**config.mk**
```make
export PLATFORM = sky130hd
export DESIGN_NAME = game_sequencer
export DESIGN_NICKNAME = d
export VERILOG_FILES = /design/src/rtl/game_sequencer.sv
export SDC_FILE = /design/constraint.sdc
export NUM_CORES = 1
export LEC_CHECK = 0
export ABC_AREA = 1
export BUFFER_PORTS_ARGS = -buffer_cell sky130_fd_sc_hd__buf_2
export CELL_PAD_IN_SITES_DETAIL_PLACEMENT = 1
export CELL_PAD_IN_SITES_GLOBAL_PLACEMENT = 1
export CORE_ASPECT_RATIO = 0.5
export CORE_MARGIN = 10
export CORE_UTILIZATION = 30
export CTS_BUF_LIST = sky130_fd_sc_hd__clkbuf_2
export CTS_CLUSTER_DIAMETER = 50
export CTS_CLUSTER_SIZE = 24
export DETAILED_ROUTE_END_ITERATION = 7
export PLACE_DENSITY_LB_ADDON = 0.1
export SETUP_SLACK_MARGIN = 0.2
export SLEW_MARGIN = 10
export SYNTH_ARGS = -nofsm -noshare
export SYNTH_HDL_FRONTEND = slang
export SYNTH_SLANG_ARGS = --single-unit
```
**constraint.sdc**
```tcl
create_clock -name clk -period 1.8 [get_ports clk]
set_clock_uncertainty 0.05 [all_clocks]
set_input_delay 0.18 -clock clk [delete_from_list [all_inputs] [get_ports clk]]
set_output_delay 0.18 -clock clk [all_outputs]
set_load 0.02 [all_outputs]
```
**src/rtl/game_sequencer.sv**
```systemverilog
// game_sequencer: top-level Space Invaders phase controller.
// Walks the game through attract, play, respawn, next-wave and game-over,
// issues the clear/ScoreClear/Enable strobes and tracks lives and wave.
// Optional macro GAME_PAUSE_EN adds a PAUSED state toggled by startPulse.
module game_sequencer #(
    parameter int TICK_DIV  = 25000000,
    parameter int PAUSE_CYC = 50000000,
    parameter int LIVES     = 3
) (
    input  logic       clk,
    input  logic       reset,
    input  logic       startPulse,
    input  logic       shipHit,
    input  logic       invadersCleared,
    input  logic       invadersLanded,
    output logic       clear,
    output logic       ScoreClear,
    output logic       Enable,
    output logic [1:0] lives,
    output logic [3:0] wave,
    output logic [2:0] state,
    output logic       gameOver
);

    localparam int TW = (TICK_DIV > 1) ? $clog2(TICK_DIV) : 1;
    localparam int DW = (PAUSE_CYC > 1) ? $clog2(PAUSE_CYC) : 1;
    localparam logic [TW-1:0] TICK_LAST  = TW'(TICK_DIV - 1);
    localparam logic [TW-1:0] TICK_PRE   = TW'(TICK_DIV - 2);
    localparam logic [DW-1:0] DWELL_LAST = DW'(PAUSE_CYC - 1);
    localparam logic [DW-1:0] DWELL_PRE  = DW'(PAUSE_CYC - 2);
    localparam logic [1:0]    LIVES_INIT = 2'(LIVES);

    typedef enum logic [2:0] {
        S_IDLE     = 3'd0,
        S_INIT     = 3'd1,
        S_PLAY     = 3'd2,
        S_RESPAWN  = 3'd3,
        S_NEXTWAVE = 3'd4,
        S_OVER     = 3'd5
`ifdef GAME_PAUSE_EN
        , S_PAUSED = 3'd6
`endif
    } state_t;

    state_t         st;
    logic [TW-1:0]  tickCnt;
    logic [DW-1:0]  dwell;

    assign state = st;

    // Phase FSM; strobes are registered one cycle ahead so they line up with
    // the state/counter values they describe.
    always_ff @(posedge clk) begin
        if (reset) begin
            st         <= S_IDLE;
            lives      <= '0;
            wave       <= '0;
            tickCnt    <= '0;
            dwell      <= '0;
            clear      <= 1'b0;
            ScoreClear <= 1'b0;
            Enable     <= 1'b0;
            gameOver   <= 1'b0;
        end else begin
            clear      <= 1'b0;
            ScoreClear <= 1'b0;
            Enable     <= 1'b0;
            case (st)
                S_IDLE: begin
                    if (startPulse) begin
                        st         <= S_INIT;
                        clear      <= 1'b1;
                        ScoreClear <= 1'b1;
                    end
                end
                S_INIT: begin
                    st      <= S_PLAY;
                    lives   <= LIVES_INIT;
                    wave    <= '0;
                    tickCnt <= '0;
                end
                S_PLAY: begin
                    tickCnt <= (tickCnt == TICK_LAST) ? '0 : tickCnt + 1'b1;
                    if (invadersLanded) begin
                        st       <= S_OVER;
                        lives    <= '0;
                        gameOver <= 1'b1;
                    end else if (shipHit) begin
                        // lives<=1 also guards against wrapping below zero
                        if (lives <= 2'd1) begin
                            lives    <= '0;
                            st       <= S_OVER;
                            gameOver <= 1'b1;
                        end else begin
                            lives <= lives - 1'b1;
                            st    <= S_RESPAWN;
                            dwell <= '0;
                        end
                    end else if (invadersCleared) begin
                        st    <= S_NEXTWAVE;
                        dwell <= '0;
                        if (wave != 4'd15)
                            wave <= wave + 1'b1;
`ifdef GAME_PAUSE_EN
                    end else if (startPulse) begin
                        st <= S_PAUSED;
`endif
                    end else begin
                        // next cycle's tick value will be TICK_LAST
                        Enable <= (tickCnt == TICK_PRE);
                    end
                end
                S_RESPAWN, S_NEXTWAVE: begin
                    if (dwell == DWELL_LAST) begin
                        st      <= S_PLAY;
                        tickCnt <= '0;
                    end else begin
                        dwell <= dwell + 1'b1;
                        clear <= (dwell == DWELL_PRE);
                    end
                end
                S_OVER: begin
                    if (startPulse) begin
                        st         <= S_INIT;
                        clear      <= 1'b1;
                        ScoreClear <= 1'b1;
                        gameOver   <= 1'b0;
                    end
                end
`ifdef GAME_PAUSE_EN
                S_PAUSED: begin
                    if (startPulse) begin
                        st      <= S_PLAY;
                        tickCnt <= '0;
                    end
                end
`endif
                default: st <= S_IDLE;
            endcase
        end
    end

endmodule
```
Yosys cells after proc, flatten, opt, wreduce, memory -nomap -nowiden
Cells that the tools add are included.
Storage, ports and cells
  output and inout port bits: 13
  bits of input ports: 6
  register bits after elaboration: 64
  logic and storage cells: 87
Cells by class
  equality and inequality tests: 23
  bitwise logic cells: 2
  $add $sub $neg: 4
  muxes and demuxes: 33
  reduce and logical (&&, ||, !) cells: 15
  order comparisons: 1
Operators by type and width (number)
  $mux 26: 5
  $pmux 25 s3: 1
  $eq 26x26->1 const B: 2
  $pmux 26 s2: 1
  $eq 25x25->1 const B: 2
  $mux 25: 2
  $add 26x1->26 const B: 1
  $add 25x1->25 const B: 1
  $mux 3: 6
  $mux 4: 4
  $ne 2x2->1 const B: 7
  $ne 3x3->1 const B: 4
  $pmux 3 s4: 1
  $reduce_and 5->1: 2
  $ne 4x4->1 const B: 2
  $pmux 4 s2: 1
  $eq 3x2->1 const B: 2
  $eq 3x3->1 const B: 2
  $mux 1: 6
  $mux 2: 3
  $reduce_bool 2->1: 3
  $reduce_or 2->1: 3
  $reduce_or 5->1: 1
  $add 4x1->4 const B: 1
  other kinds (12): 15

Depth between registers and ports, before layout
  word-level depth: 6
  gate-level depth with buffers: 12
  mapped depth without buffers: 12

Worst setup path before layout
No wires, ideal clock.
  path type: reg2reg
  start point: register tickCnt[0]
  end point: register tickCnt[19]
  arrival: 1.569 ns
  required time: 1.618 ns
  library setup time: 0.132 ns
  stages on the path, launching flop included: 10
  setup slack: 0.049 ns
  path buffers: 1
  period minus slack after synthesis: 1.751 ns
  cells stage by stage: dfxtp_1 -> ha_1 -> nand2_1 -> nor2_1 -> nand3_1 -> nor2_1 -> nand2_1 -> buf_2 -> nand4_1 -> a21oi_1
On the way
  word-level cells in the longest chain between the ends: 3
  elaborated cells on any way between the ends: 4
  those cells by class: add/sub (1); eq/ne (1); mux (2)
Ends and longest elaborated chain
  start, declared: line 46  | logic [TW-1:0] tickCnt;
  start signal, assigned: line 83  | tickCnt <= (tickCnt == TICK_LAST) ? '0 : tickCnt + 1'b1;
  $add 25x1->25 / $eq 25x25->1 (equally long branches): line 83
  $mux 25 (*): line 83
  $pmux 25 s3 (*): line 68  | case (st)
Mark *: on every way between the ends. The rest lies on a longest branch, timed or not.
A chain may end at the register's enable or synchronous reset.

Worst setup path after layout
  start point: register dwell[1]
  end point: register dwell[3]
On the way
  word-level cells in the longest chain between the ends: 3
  elaborated cells on any way between the ends: 6
  those cells by class: add/sub (1); eq/ne (2); mux (2); reduce/logical (1)
Ends and longest elaborated chain
  start, declared: line 47  | logic [DW-1:0] dwell;
  start signal, assigned: line 118  | dwell <= dwell + 1'b1;
  $add 26x1->26 / $eq 26x26->1 (equally long branches): line 118, 114
  $mux 26 / $ne 2x2->1 (equally long branches)
  $pmux 26 s2 / $reduce_and 5->1 (equally long branches)
Parallel ways exist; a longest one is shown, timed or not. The select of a mux whose other input is x is not followed.

==> metrics.csv <==
stage;metric;value;unit
status;status;completed;
detailed_routing;wire per inst;15.1;um
placement;Placed Area;4790;sq um
placement;placer's final routability congestion estimate;0.844;
clocking;root buf cell;clkbuf_2;
flow_run;max_cap viols;0;
detailed_routing;Residual DRC;0;
critical_path;R2R Setup Slk;0.06;ns
synthesis;Ys Warns;0;
final_layout;cell area after layout;5750;sq um
synthesis;Cell variety after synth;34;
detailed_routing;Post-DRT Antenna Nets;0;
synthesis;Mapped Nets;710;
final_layout;Final Util;42.1;%
synthesis;Post-Syn Area;4230;sq um
global_routing;GRT overflow;0;
clocking;clk_lat worst skew;0.54;ns
final_layout;post-route insts no fill;989;
timing;final worst path period need;1.74;ns
critical_path;Max stage delay on crit path;0.40;ns
detailed_routing;Via Count;4789;
timing;hold slack;0.0563;ns
floorplan;chip height;104;um
timing;RSZ-0062 raised after global routing;yes;
global_routing;initial antenna violation count;0;
critical_path;CP cell instances;ha_4 -> nand2_4 -> nor2_4 -> nand2_2 -> nor2_4 -> buf_6 -> nand3_4 -> buf_8 -> nand3_1 -> a21oi_1;
global_routing;GRT Overall Usage;15.1;%
floorplan;CORE AREA;13700;sq um
timing;Final Max Tran Viols;0;
final_layout;commonest non-fill, non-tap cell in the layout;nand2_1;
synthesis;cells after synthesis;699;
timing;endpoints failing setup;0;
critical_path;worst-path fanout max;7;
pwr;Max IR drop VDD;489;uV
timing;Least-Margin Pin Slew;0.521;ns
detailed_routing;Iter 0 DRT Violations;183;
final_layout;commonest non-fill, non-tap cells in the layout;nand2_1, nor2_1, buf_4, inv_1, nand3_1;
critical_path;buffer and inverter count on the worst path;2;
critical_path;crit path capture;dwell[3];
critical_path;capturing point of the worst reg2reg path;dwell[3];
synthesis;Post-synth EDFFs;0;
critical_path;Critical R2R Launch;dwell[1];
global_routing;largest net degree at the start of global routing;43;
timing;Slew headroom;65.2;%
critical_path;Critical Path AT;2.08;ns
synthesis;sequential cell area fraction in the yosys report;30.3;%
critical_path;data required time of the worst path;2.14;ns
global_routing;first-pass GRT wire length;24800;um
critical_path;CP dominant cell by count;nor2_4;
pwr;pwr dens;992;nW/um^2
clocking;clock buffers created by TritonCTS;9;
synthesis;Avg Inst Size Synth;6.06;sq um
final_layout;layout cell share with drive strength beyond 1;33.1;%
synthesis;Async SR Flop Fraction;0;%
critical_path;Critical Path Start;dwell[1];
critical_path;Worst path depth;10;
final_layout;Final Net Count;803;
floorplan;Core Rows;30;
clocking;Clock Path Buffers;2;
clocking;Worst-path clk slew;0.17;ns
placement;IO buf count;18;
final_layout;n_diodes;0;
detailed_routing;WL final;14900;um
floorplan;die area;19500;sq um
floorplan;Initial Util;31.0;%
critical_path;Critical Path End Type;register;
hold_path;Hold Path Class;primary input to register;
timing;final hold vios;0;
detailed_routing;Vias per Instance;4.84;
timing;Fmax;0.576;GHz
critical_path;Startpoint Class;register;
critical_path;R2R cell count;10;
clocking;H-Tree Depth;3;
synthesis;Yosys reg bits;64;
clocking;CTS Sinks;64;
placement;placed cells;932;
critical_path;Slowest-stage cell, CP;dfxtp_4;
detailed_routing;detailed-router iteration count before antenna repair;4;
synthesis;ys flop type;dfxtp_1;
timing;fin crit share;96.5;%
pwr;leakage power;2.30;nW
placement;Detail Placement HPWL;10500;um
clocking;TritonCTS clock tree;done;
global_routing;number of global-route vias before repair;5007;
critical_path;Setup CP Type;register to register;
floorplan;chip width;188;um
final_layout;Synth-to-Final Area Change;35.9;%
critical_path;critical path's top delay family;simple AND/OR/NAND/NOR gates;
floorplan;Top-Level Pins;19;
[cell usage after synthesis, types with 5 or more instances]
| master | instances | area [sq um] |
|---|---|---|
| a21oi_1 | 53 | 265 |
| buf_6 | 6 | 67.6 |
| clkbuf_1 | 7 | 26.3 |
| dfxtp_1 | 64 | 1280 |
| ha_1 | 5 | 62.6 |
| inv_1 | 70 | 263 |
| nand2_1 | 217 | 815 |
| nand3_1 | 75 | 375 |
| nand4_1 | 24 | 150 |
| nor2_1 | 102 | 383 |
| nor2_4 | 6 | 67.6 |
| nor3_1 | 10 | 50.1 |
| o21ai_0 | 10 | 50.1 |
| o21bai_1 | 5 | 37.5 |
| or2_2 | 6 | 37.5 |
| xor2_1 | 7 | 61.3 |
[where the power goes]
group	switching [mW]	internal (mW)	leakage (nW)
Combinational	1.89	1.31	1.69
Clock	0.566	0.319	0.0708
Sequential	0.103	1.52	0.537
[layer usage]
layer,vias up,track usage (%),wire [um]
met5,-,0,0
met4,0,2.89,149
met3,15,2.91,336
met2,35,26.7,7440
met1,2301,18.5,7020
li1,2438,-,-
[worst min-delay path by stage]
stage,start,to,slack (ns),depth (start not counted)
6_report,shipHit,state[2],0.06,6
5_1_grt,reset,dwell[9],0.03,5
4_1_cts,reset,dwell[14],0.03,5
3_5_place_dp,dwell[12],dwell[12],0.43,2
3_3_place_gp,dwell[25],dwell[25],0.42,2
2_1_floorplan,startPulse,ScoreClear,0.27,2
[through the flow]
stage          worst slack, ns  TNS [ns]  power, mW
2_1_floorplan            0.213         0       3.14
3_3_place_gp            0.0347         0       3.71
3_5_place_dp            0.0314         0       3.74
4_1_cts                  0.132         0       5.08
5_1_grt                -0.0573    -0.586       6.09
6_report                0.0635         0       5.71
[cells by family after synthesis]
kind of cell	synth area share (%)
adders and majority gates	1.48
DFF	30.3
buffers and inverters	9.34
xor gates and xnor gates	1.45
and+or+nand+nor	48.0
AOI/OAI and AO/OA	9.46
[registers in the layout (all words and copies together) (netlist names)]
register	count
tickCnt	25
dwell	26
state	3
gameOver	1
ScoreClear	1
lives	2
clear	1
Enable	1
wave	4
[repair_timing]
item	4_1_cts	5_1_grt
setup endpoints to repair	59	59
setup buffers	28	5
hold buffers	3	0
resized for setup	74	83
gates cloned	2	3
hold endpoints to repair	5	0
pin swaps	10	18
[worst min-delay path, stage by stage]
cell	delay, ns
buf_2	0.11
nand2_1	0.08
nand2_1	0.10
nand3_2	0.07
nand2_1	0.05
nor2_1	0.03
[final cells by class]
cell class	instances	area [sq um]
clock buffers	11	55.1
clock inverters	5	47.5
fillers	1798	7910
inverters	73	274
multi-input cells	545	2950
flip-flops and latches	64	1350
well taps	192	240
repair buffers	99	840
Power figures use the tool's default switching activity.
